--- src/rtl/cpu_pkg.sv ---
`default_nettype none
// ============================================================================
//  Module      : cpu_pkg
//  Description : Shared definitions for the operand-forwarding control block.
//                ALUSrc select codes (the operand-mux encoding), register-ID
//                width and the pipeline stage record carried through EX,
//                MEM and WB.
//  Revision    : 1.0 - initial release
// ============================================================================
package cpu_pkg;

  localparam int REG_AW = 4;   // 16 architectural registers, r0 reads as zero
  localparam int SEL_W  = 2;   // ALUSrc select width

  // Operand-mux select encoding; alu_src_a never uses SRC_IMM.
  localparam logic [SEL_W-1:0] SRC_REG   = 2'b00;
  localparam logic [SEL_W-1:0] SRC_EXMEM = 2'b01;
  localparam logic [SEL_W-1:0] SRC_MEMWB = 2'b10;
  localparam logic [SEL_W-1:0] SRC_IMM   = 2'b11;

  // Stage record field widths.
  localparam int REC_VALID_W = 1;
  localparam int REC_RD_W    = REG_AW;
  localparam int REC_WR_W    = 1;
  localparam int REC_LOAD_W  = 1;
  localparam int REC_W       = REC_VALID_W + REC_RD_W + REC_WR_W + REC_LOAD_W;

  typedef struct packed {
    logic                valid;
    logic [REC_RD_W-1:0] rd;
    logic                wr_en;
    logic                is_load;
  } stage_rec_t;

  localparam stage_rec_t REC_BUBBLE = '0;

endpackage : cpu_pkg
`default_nettype wire

--- src/rtl/operand_fwd_ctrl_fwd_match.sv ---
`default_nettype none
// ============================================================================
//  Module      : fwd_match
//  Description : Combinational hazard comparator for one source register.
//                Reports whether the source is produced by the instruction
//                currently in EX and/or the one currently in MEM. r0 never
//                matches since writes to it are discarded.
//  Ports       : src_i      - source register ID from decode
//                ex_rec_i   - current EX stage record
//                mem_rec_i  - current MEM stage record
//                hit_ex_o   - source produced by the EX instruction
//                hit_mem_o  - source produced by the MEM instruction
//  Revision    : 1.0 - initial release
// ============================================================================
module fwd_match
  import cpu_pkg::*;
(
  input  logic [REG_AW-1:0] src_i,
  input  stage_rec_t        ex_rec_i,
  input  stage_rec_t        mem_rec_i,
  output logic              hit_ex_o,
  output logic              hit_mem_o
);

  logic w_src_nz;

  assign w_src_nz  = |src_i;
  assign hit_ex_o  = w_src_nz && ex_rec_i.valid  && ex_rec_i.wr_en  && (ex_rec_i.rd  == src_i);
  assign hit_mem_o = w_src_nz && mem_rec_i.valid && mem_rec_i.wr_en && (mem_rec_i.rd == src_i);

endmodule : fwd_match
`default_nettype wire

--- src/rtl/operand_fwd_ctrl.sv ---
`default_nettype none
// ============================================================================
//  Module      : operand_fwd_ctrl
//  Description : Generates the ALUSrc select codes for the A and B operand
//                muxes. Tracks in-flight destinations in EX/MEM/WB records,
//                picks regfile / EX-MEM / MEM-WB / immediate per operand and
//                raises a load-use stall (with an EX bubble) when a load
//                result is needed before it reaches WB.
//  Ports       : clk, rst_n       - clock, async active-low reset
//                id_*             - decoded instruction fields and valid
//                flush            - squash the instruction entering EX
//                stall            - hold PC/IF/ID (combinational)
//                alu_src_a/_b     - registered operand selects, valid in EX
//                ex_valid         - EX holds a real instruction
//  Revision    : 1.0 - initial release
// ============================================================================
module operand_fwd_ctrl #(
  parameter int REG_AW = 4,
  parameter int SEL_W  = 2
) (
  input  logic              clk,
  input  logic              rst_n,
  input  logic              id_valid,
  input  logic [REG_AW-1:0] id_rs,
  input  logic [REG_AW-1:0] id_rt,
  input  logic [REG_AW-1:0] id_rd,
  input  logic              id_wr_en,
  input  logic              id_is_load,
  input  logic              id_use_imm,
  input  logic              flush,
  output logic              stall,
  output logic [SEL_W-1:0]  alu_src_a,
  output logic [SEL_W-1:0]  alu_src_b,
  output logic              ex_valid
);

  import cpu_pkg::*;

  stage_rec_t ex_q, mem_q, wb_q;
  stage_rec_t ex_d;
  logic [SEL_W-1:0] src_a_q, src_a_d;
  logic [SEL_W-1:0] src_b_q, src_b_d;

  logic [REG_AW-1:0] w_src    [2];
  logic [1:0]        w_hit_ex;
  logic [1:0]        w_hit_mem;
  logic [SEL_W-1:0]  w_fwd_sel [2];
  logic              w_accept;

  assign w_src[0] = id_rs;
  assign w_src[1] = id_rt;

  // One comparator per operand; index 0 is A (rs), index 1 is B (rt).
  for (genvar gi = 0; gi < 2; gi++) begin : g_operand
    fwd_match u_fwd_match (
      .src_i     (w_src[gi]),
      .ex_rec_i  (ex_q),
      .mem_rec_i (mem_q),
      .hit_ex_o  (w_hit_ex[gi]),
      .hit_mem_o (w_hit_mem[gi])
    );

    // The EX producer is younger than the MEM producer, so it takes priority.
    assign w_fwd_sel[gi] = w_hit_ex[gi]  ? SRC_EXMEM :
                           w_hit_mem[gi] ? SRC_MEMWB : SRC_REG;
  end

  // A load in EX has no data until WB; one bubble moves it to MEM, where the
  // MEM/WB path covers the hazard. Operand B is exempt when it is the immediate.
  assign stall = id_valid && ex_q.valid && ex_q.is_load &&
                 (w_hit_ex[0] || (!id_use_imm && w_hit_ex[1]));

  assign w_accept = id_valid && !flush && !stall;

  always_comb begin
    ex_d    = REC_BUBBLE;
    src_a_d = SRC_REG;
    src_b_d = SRC_REG;
    if (w_accept) begin
      ex_d.valid   = 1'b1;
      ex_d.rd      = id_rd;
      ex_d.wr_en   = id_wr_en;
      ex_d.is_load = id_is_load;
      src_a_d      = w_fwd_sel[0];
      src_b_d      = id_use_imm ? SRC_IMM : w_fwd_sel[1];
    end
  end

  always_ff @(posedge clk or negedge rst_n) begin
    if (!rst_n) begin
      ex_q    <= REC_BUBBLE;
      mem_q   <= REC_BUBBLE;
      wb_q    <= REC_BUBBLE;
      src_a_q <= SRC_REG;
      src_b_q <= SRC_REG;
    end else begin
      wb_q    <= mem_q;
      mem_q   <= ex_q;
      ex_q    <= ex_d;
      src_a_q <= src_a_d;
      src_b_q <= src_b_d;
    end
  end

  assign alu_src_a = src_a_q;
  assign alu_src_b = src_b_q;
  assign ex_valid  = ex_q.valid;

  // The WB record is the retirement slot of the tracked pipeline; no select
  // path reads it because a WB result is already visible through the regfile.
  logic unused_wb;
  assign unused_wb = ^wb_q;

endmodule : operand_fwd_ctrl
`default_nettype wire

--- config.mk ---
export PLATFORM = sky130hd
export DESIGN_NAME = operand_fwd_ctrl
export DESIGN_NICKNAME = d
export VERILOG_FILES = /design/src/rtl/cpu_pkg.sv /design/src/rtl/operand_fwd_ctrl_fwd_match.sv /design/src/rtl/operand_fwd_ctrl.sv
export SDC_FILE = /design/constraint.sdc
export NUM_CORES = 1
export LEC_CHECK = 0
export CELL_PAD_IN_SITES_DETAIL_PLACEMENT = 0
export CELL_PAD_IN_SITES_GLOBAL_PLACEMENT = 2
export CORE_MARGIN = 2
export CORE_UTILIZATION = 27
export DETAILED_ROUTE_END_ITERATION = 8
export GPL_TIMING_DRIVEN = 0
export PLACE_DENSITY_LB_ADDON = 0.1
export SYNTH_ARGS = -nofsm -noshare
export SYNTH_HDL_FRONTEND = slang
export SYNTH_SLANG_ARGS = --single-unit
--- constraint.sdc ---
create_clock -name clk -period 1.9 [get_ports clk]
set_input_delay 0.38 -clock clk [delete_from_list [all_inputs] [get_ports clk]]
set_output_delay 0.38 -clock clk [all_outputs]
set_load 0.01 [all_outputs]
==> qor.csv <==
metric,value,unit
wl,1660,um
area_growth,41.8,%
root_buffer,clkbuf_4,
crit_start,ex_q[3],
endpoint_kind,primary output,
dieArea,3380,um^2
start_kind,register,
overflow,0,
fmax,504,MHz
cts.htree.levels,1,
worstPathMaxFanout,3,
placed_area,1070,um^2
grt.total_usage,11.6,%
worstMarginPinSlew,774,ps
worst_skew_pair.late_latency,290,ps
io_pins,25,
drive_above_1_share,15.8,%
post-dp-hpwl,1260,um
cts_tree,yes,
clkTransAtPathRegs,100,ps
worst-path-buf-inv,1,
worst_r2r_startpoint,ex_q[3],
power.total,0.000682,W
outcome,"finished, violations left",
powerDensity,608,nW/um^2
die-height,58.1,um
wl_per_cell,12.6,um
crit_cells,6,
max_slew_margin,48.3,%
switchingPower,0.000171,W
max-vdd-ir-drop,0.430,mV
crit_slowest_cell,dfrtp_1,
worst_slack,-83.2,ps
cts_buffers,3,
maxCapViolations,0,
synth_cell_types,23,
share_seq_of_total_power,56.3,%
ys_ff_latch,17,
crit_chain,xor2_1 -> nor4_2 -> o21ai_2 -> o21a_1 -> nor2_1 -> buf_2,
sw_frac_of_total,25.0,%
routed_via_density,4.53,
grt_pass1_vias,626,
finalHoldViolations,0,
drtAntennaViolNets,0,
rr_endpoint,ex_q[2],
crit_path_max_incr_delay,420,ps
syn_avg_cell_area,11.5,um^2
hp-class,reg -> reg,
clkSinkCount,17,
p_int,0.000511,W
final.setup_skew,1.63,ps
pwr-share-clk,28.5,%
cp.required,1520,ps
ys_seq_area_share,53.8,%
dr_total_vias,598,
ff2ff_path_depth,6,
core_area,2760,um^2
synthCells,69,
layout.nets,121,
initial_core_util,28.7,%
die_x,58.1,um
drc_errors,0,
r2r_slack,200,ps
worstSetupPathType,reg -> out,
port_buffers,24,
synth_area,791,um^2
initialDrtViolationCount,14,
violations,negative setup slack,
design_area,1120,um^2
p_leak,0.489,nW
worst_ep_arrival_time,1600,ps
dr.pass1.iters,3,
synth_fp_nets,88,
hold_buffers,0,
place_congestion,0.822,
endpoint,stall,
diodes,0,
period_share,104,%
combPwrFrac,15.2,%
grt_pass1_wl,2860,um
finalSetupViolCount,1,
rsz0062_at_grt,true,
antenna_found_initial,0,
period_needed,1980,ps
cpLargestDelayFamily,flip-flops,
fillerInstances,291,
finalMaxSlewViolations,0,
ys_warn_count,0,
grt_max_degree,18,
clk_path_buf_depth,2,
rows,19,
-- layout make-up --
class | instances | area, um^2 | share of cell area, %
Sequential cell | 17 | 427 | 38.1
Clock inverter | 1 | 5.00 | 0.446
Clock buffer | 3 | 22.5 | 2.01
Tap cell | 31 | 38.8 | 3.46
Multi-Input combinational cell | 52 | 370 | 33.0
Timing Repair Buffer | 28 | 258 | 23.0
-- metrics by stage --
stage | std cells | TNS (ps) | worst slack (ps) | hold slack (ps) | util, %
6_report | 132 | -83.2 | -83.2 | 381 | 40.7
5_1_grt | 132 | -236 | -236 | 401 | 40.7
4_1_cts | 130 | -124 | -124 | 384 | 40.1
3_5_place_dp | 124 | -2170 | -786 | 359 | 38.8
3_3_place_gp | 124 | -2460 | -789 | 357 | 38.8
2_1_floorplan | 69 | 0 | 277 | 84.4 | -
-- cell usage after synthesis, drive strengths merged --
cell / instances / share of area [%]
o21a: 1 / 0.95
nor4: 3 / 3.2
o21ai: 1 / 1.1
and2: 7 / 5.5
o22ai: 1 / 0.79
nor2b: 1 / 0.79
nor3: 8 / 5.1
nor3b: 1 / 0.95
o221a: 1 / 2.5
xor2: 8 / 8.9
xnor2: 5 / 5.5
or2: 1 / 0.79
nand4: 2 / 2.4
nand2: 3 / 1.4
nand3: 2 / 1.3
a21o: 1 / 0.95
a31oi: 1 / 0.79
o211a: 1 / 1.3
a21oi: 1 / 0.63
nor2: 3 / 1.4
dfrtp: 17 / 54
-- power groups by stage --
stage                     Combinational [W]  Clock (W)  Sequential, W
after CTS                          0.000103   0.000204       0.000385
final                              0.000104   0.000195       0.000384
after detailed placement           0.000106          0       0.000392
after global placement             0.000105          0       0.000392
after floorplan                   0.0000388          0       0.000391
after global routing               0.000116   0.000224       0.000386
-- worst reg2reg max path: stages, from the launching register on --
cell and delay (ps):
dfrtp_1 420, xor2_1 160, nor4_2 300, o21ai_2 110
buf_4 160, o221a_4 290, and2_1 160
-- cells in the final DEF, fill, tap and decap left out, types with 4 or more instances in the layout --
cell / n
dfrtp_1: 16
buf_4: 4
xnor2_1: 5
dlygate4sd2_1: 6
nor3_1: 7
and2_1: 7
clkdlybuf4s50_1: 17
xor2_1: 8
-- flip-flops by register name (all words and copies together) (netlist names) --
signal / cells
mem_q: 6
alu_src_b: 2
ex_q: 6
ex_valid: 1
alu_src_a: 2
-- timing repair --
| action | in CTS | in global routing |
|---|---|---|
| endpoints found under the setup margin | 1 | 1 |
| setup buffers | 2 | 2 |
| gates resized for setup | 11 | 1 |
| pin swaps | 3 | 1 |
-- how the worst min path moves through the flow --
stage                 start      endpoint  slack [ps]  cells after the start
global placement    ex_q[1]      mem_q[1]         360                      0
detailed placement  ex_q[1]      mem_q[1]         360                      0
global route        ex_q[1]      mem_q[1]         400                      0
CTS                 ex_q[1]      mem_q[1]         380                      0
finish              ex_q[1]      mem_q[1]         380                      0
floorplan             rst_n  alu_src_a[0]          80                      0
-- metal layers --
metal	share of wire (%)	up-vias	GRT usage, %	wire length [um]
li1	-	307	-	-
met1	43	272	15.3	718
met2	49	17	17.4	809
met3	6.8	2	3.35	112
met4	1.1	0	5.98	18
met5	0	-	0	0
-- cells by family (layout without fill, tap and decap cells) --
group / count (synthesis) / count (layout) / share of synthesized area [%]
flops: 17 / 17 / 53.8
buf+inv: 0 / 32 / 0
compound gates: 8 / 8 / 9.02
xor+xnor: 13 / 13 / 14.4
simple gates: 31 / 31 / 22.8
Note: power is estimated with default switching activity, not from simulation.
==> edit, RTL diff (config.mk and constraints unchanged) <==
`REG_AW` is set to 4 in 2 places; all go to 3.
--- a/src/rtl/cpu_pkg.sv
+++ b/src/rtl/cpu_pkg.sv
@@ -9,7 +9,7 @@
 // ============================================================================
 package cpu_pkg;
 
-  localparam int REG_AW = 4;   // 16 architectural registers, r0 reads as zero
+  localparam int REG_AW = 3;   // 16 architectural registers, r0 reads as zero
   localparam int SEL_W  = 2;   // ALUSrc select width
 
   // Operand-mux select encoding; alu_src_a never uses SRC_IMM.
--- a/src/rtl/operand_fwd_ctrl.sv
+++ b/src/rtl/operand_fwd_ctrl.sv
@@ -15,7 +15,7 @@
 //  Revision    : 1.0 - initial release
 // ============================================================================
 module operand_fwd_ctrl #(
-  parameter int REG_AW = 4,
+  parameter int REG_AW = 3,
   parameter int SEL_W  = 2
 ) (
   input  logic              clk,
Ports: changed (resized id_rd, id_rs and id_rt); port bits go from 25 to 22. The function was not compared with the original's and may differ.
==> edit against the unedited design <==
- sequential cell count decreased by 2
- die area decreased by 6.0%
- largest power group unchanged
- the flow still finishes with violations (negative setup slack)
- worst setup slack got worse by 0.099 ns
- sequential power decreased by 11%
- final area decreased by 8.6%
- power decreased by 7.8%
- sequential share of layout area decreased by 1.3 points
- area after synthesis decreased by 6.5%
- highest routed layer unchanged
- routed wire length decreased by 2.4%
- hold slack improved by 0.060 ns
==> edit: results (changes against the unedited design) <==
Run status - finished, violations left
Failing checks - negative setup slack
DRT Wirelength - 1619 um (-2.4%)
Top delay family on crit path - simple AND/OR/NAND/NOR gates
Layout cells sized above 1 - 17.02% (+1.2 points)
Final net count - 111 (-8.3%)
Number of filler cells placed in the layout - 281 (-3.4%)
Syn_nets - 83 (-5.7%)
Worst VDD drop - 0.0004048 V (-5.9%)
Vias in the first global route - 590 (-5.8%)
Sw frac - 26.30% (+1.3 points)
Final setup viols - 1 (unchanged)
FFs w/ async S/R, synth - 100.0% (unchanged)
DP Area - 977.2 um2 (-8.7%)
Min setup slack post-route - -0.1826 ns (-0.09932 ns)
Worst-skew pair later-pin latency - 0.29 ns (about the same)
Root Buffer - clkbuf_4
DRT iter0 DRCs - 12 (-2)
Detailed placement HPWL - 1222 um (-2.8%)
Port bufs - 20 (-17%)
Crit path DAT - 1.70 ns (+0.10 ns)
Sequential-to-total area share from yosys stat - 50.76% (-3.0 points)
Largest net degree at the start of global routing - 16 (-2)
CTS Buf Count - 3 (unchanged)
Setup TNS - -0.1826 ns (-0.09932 ns)
Routability cong. - 0.6512 (-21%)
Distinct cells, synth - 24 (+4.3%)
Slowest cell on the critical path - dfrtp_2
First-pass GRT wire length - 2794 um (-2.2%)
Crit path max fanout - 4 (+1)
Final Skew - 0.004227 ns (+0.002597 ns)
Gr usage total - 11.64% (+0.016 points)
Biggest regs - ex_q: 5 flops, mem_q: 5 flops
Worst Hold Class - reg -> reg
Leakage - 0.4146 nW (-15%)
DRT Pass-1 Iters - 4 (+1)
Diodes inserted - 0 (unchanged)
Slowest stage delay, CP - 0.45 ns (+0.03 ns)
Vias per Instance - 4.718 (+4.1%)
Synth warn - 0 (unchanged)
Largest cells by area after synthesis - dfrtp_1, nor3b_1, xnor2_1
Max-slew headroom - 54.02% (+5.7 points)
Commonest cells in the netlist - dfrtp_1, nor3b_1, nor2_1
edit: cell count changes after synthesis, sizes merged, moves of 4 or more:
cell	unedited run	this run
nor3b	1	9
nor3	8	2
xor2	8	3
and2	7	0
a21oi	1	5
edit: per-layer routing:
layer / up-vias / wire length [um] / track usage [%]
met5: - / 0 / 0
met4: 0 / 13 / 2.041
met3: 2 / 85 / 5.069
met2: 15 / 788 / 19.50
met1: 275 / 731 / 14.00
li1: 293 / - / -
edit: worst register-to-register path: stages (launching register included):
cell     delay, ns
dfrtp_2       0.45
xnor2_1       0.18
nand4_1       0.16
or2_4         0.28
nor3_4        0.26
nor3b_1       0.12
edit: power by group through the flow:
stage	combinational [W]	clock, W	sequential (W)
finish	0.0000937	0.000194	0.000341
global route	0.000104	0.000222	0.000343
CTS	0.0000947	0.000207	0.000341
detailed placement	0.0000944	0	0.000348
global placement	0.0000941	0	0.000348
floorplan	0.0000390	0	0.000347
edit: through the flow:
| step | utilization (%) | setup WS, ns | instances |
|---|---|---|---|
| after floorplan | - | 0.2038 | 67 |
| after global placement | 38.40 | -0.8872 | 117 |
| after detailed placement | 38.40 | -0.9056 | 117 |
| after CTS | 40.12 | -0.2461 | 124 |
| after global routing | 40.27 | -0.3413 | 124 |
| final | 40.27 | -0.1826 | 124 |
edit: what timing repair did:
action                     CTS  global route
setup buffers                3             0
pin swaps                    3             3
hold endpoints to repair     0             0
resized for setup            9             1
setup endpoints to repair    1             1
edit: layout make-up:
| type | count | area share, % |
|---|---|---|
| flip-flops and latches | 15 | 36.75 |
| multi-input cells | 51 | 34.80 |
| repair buffers | 23 | 20.76 |
| well taps | 30 | 3.663 |
| clock buffers | 3 | 2.198 |
| plain buffers | 1 | 1.099 |
| clock inverters | 1 | 0.7326 |
edit: kinds of logic after synthesis:
family                    Yosys count  share of synthesized area, %
buffers and inverters               1                         1.523
AOI/OAI and AO/OA                  13                         12.69
DFF                                15                         50.76
xor gates and xnor gates            8                         9.476
and+or+nand+nor                    30                         25.55
edit: final timing paths:
kind	from	end	slack [ns]	cells after the start
min reg2reg	ex_q[1]$_DFF_PN0_	mem_q[1]$_DFF_PN0_	0.44	0
min in group asynchronous	rst_n	alu_src_a[0]$_DFF_PN0_	0.50	1
max in group asynchronous	rst_n	ex_q[3]$_DFF_PN0_	0.93	1
min	ex_q[1]$_DFF_PN0_	mem_q[1]$_DFF_PN0_	0.44	0
max reg2reg	ex_q[3]$_DFF_PN0_	alu_src_a[1]$_DFF_PN0_	0.34	5
max	ex_q[3]$_DFF_PN0_	stall	-0.18	5
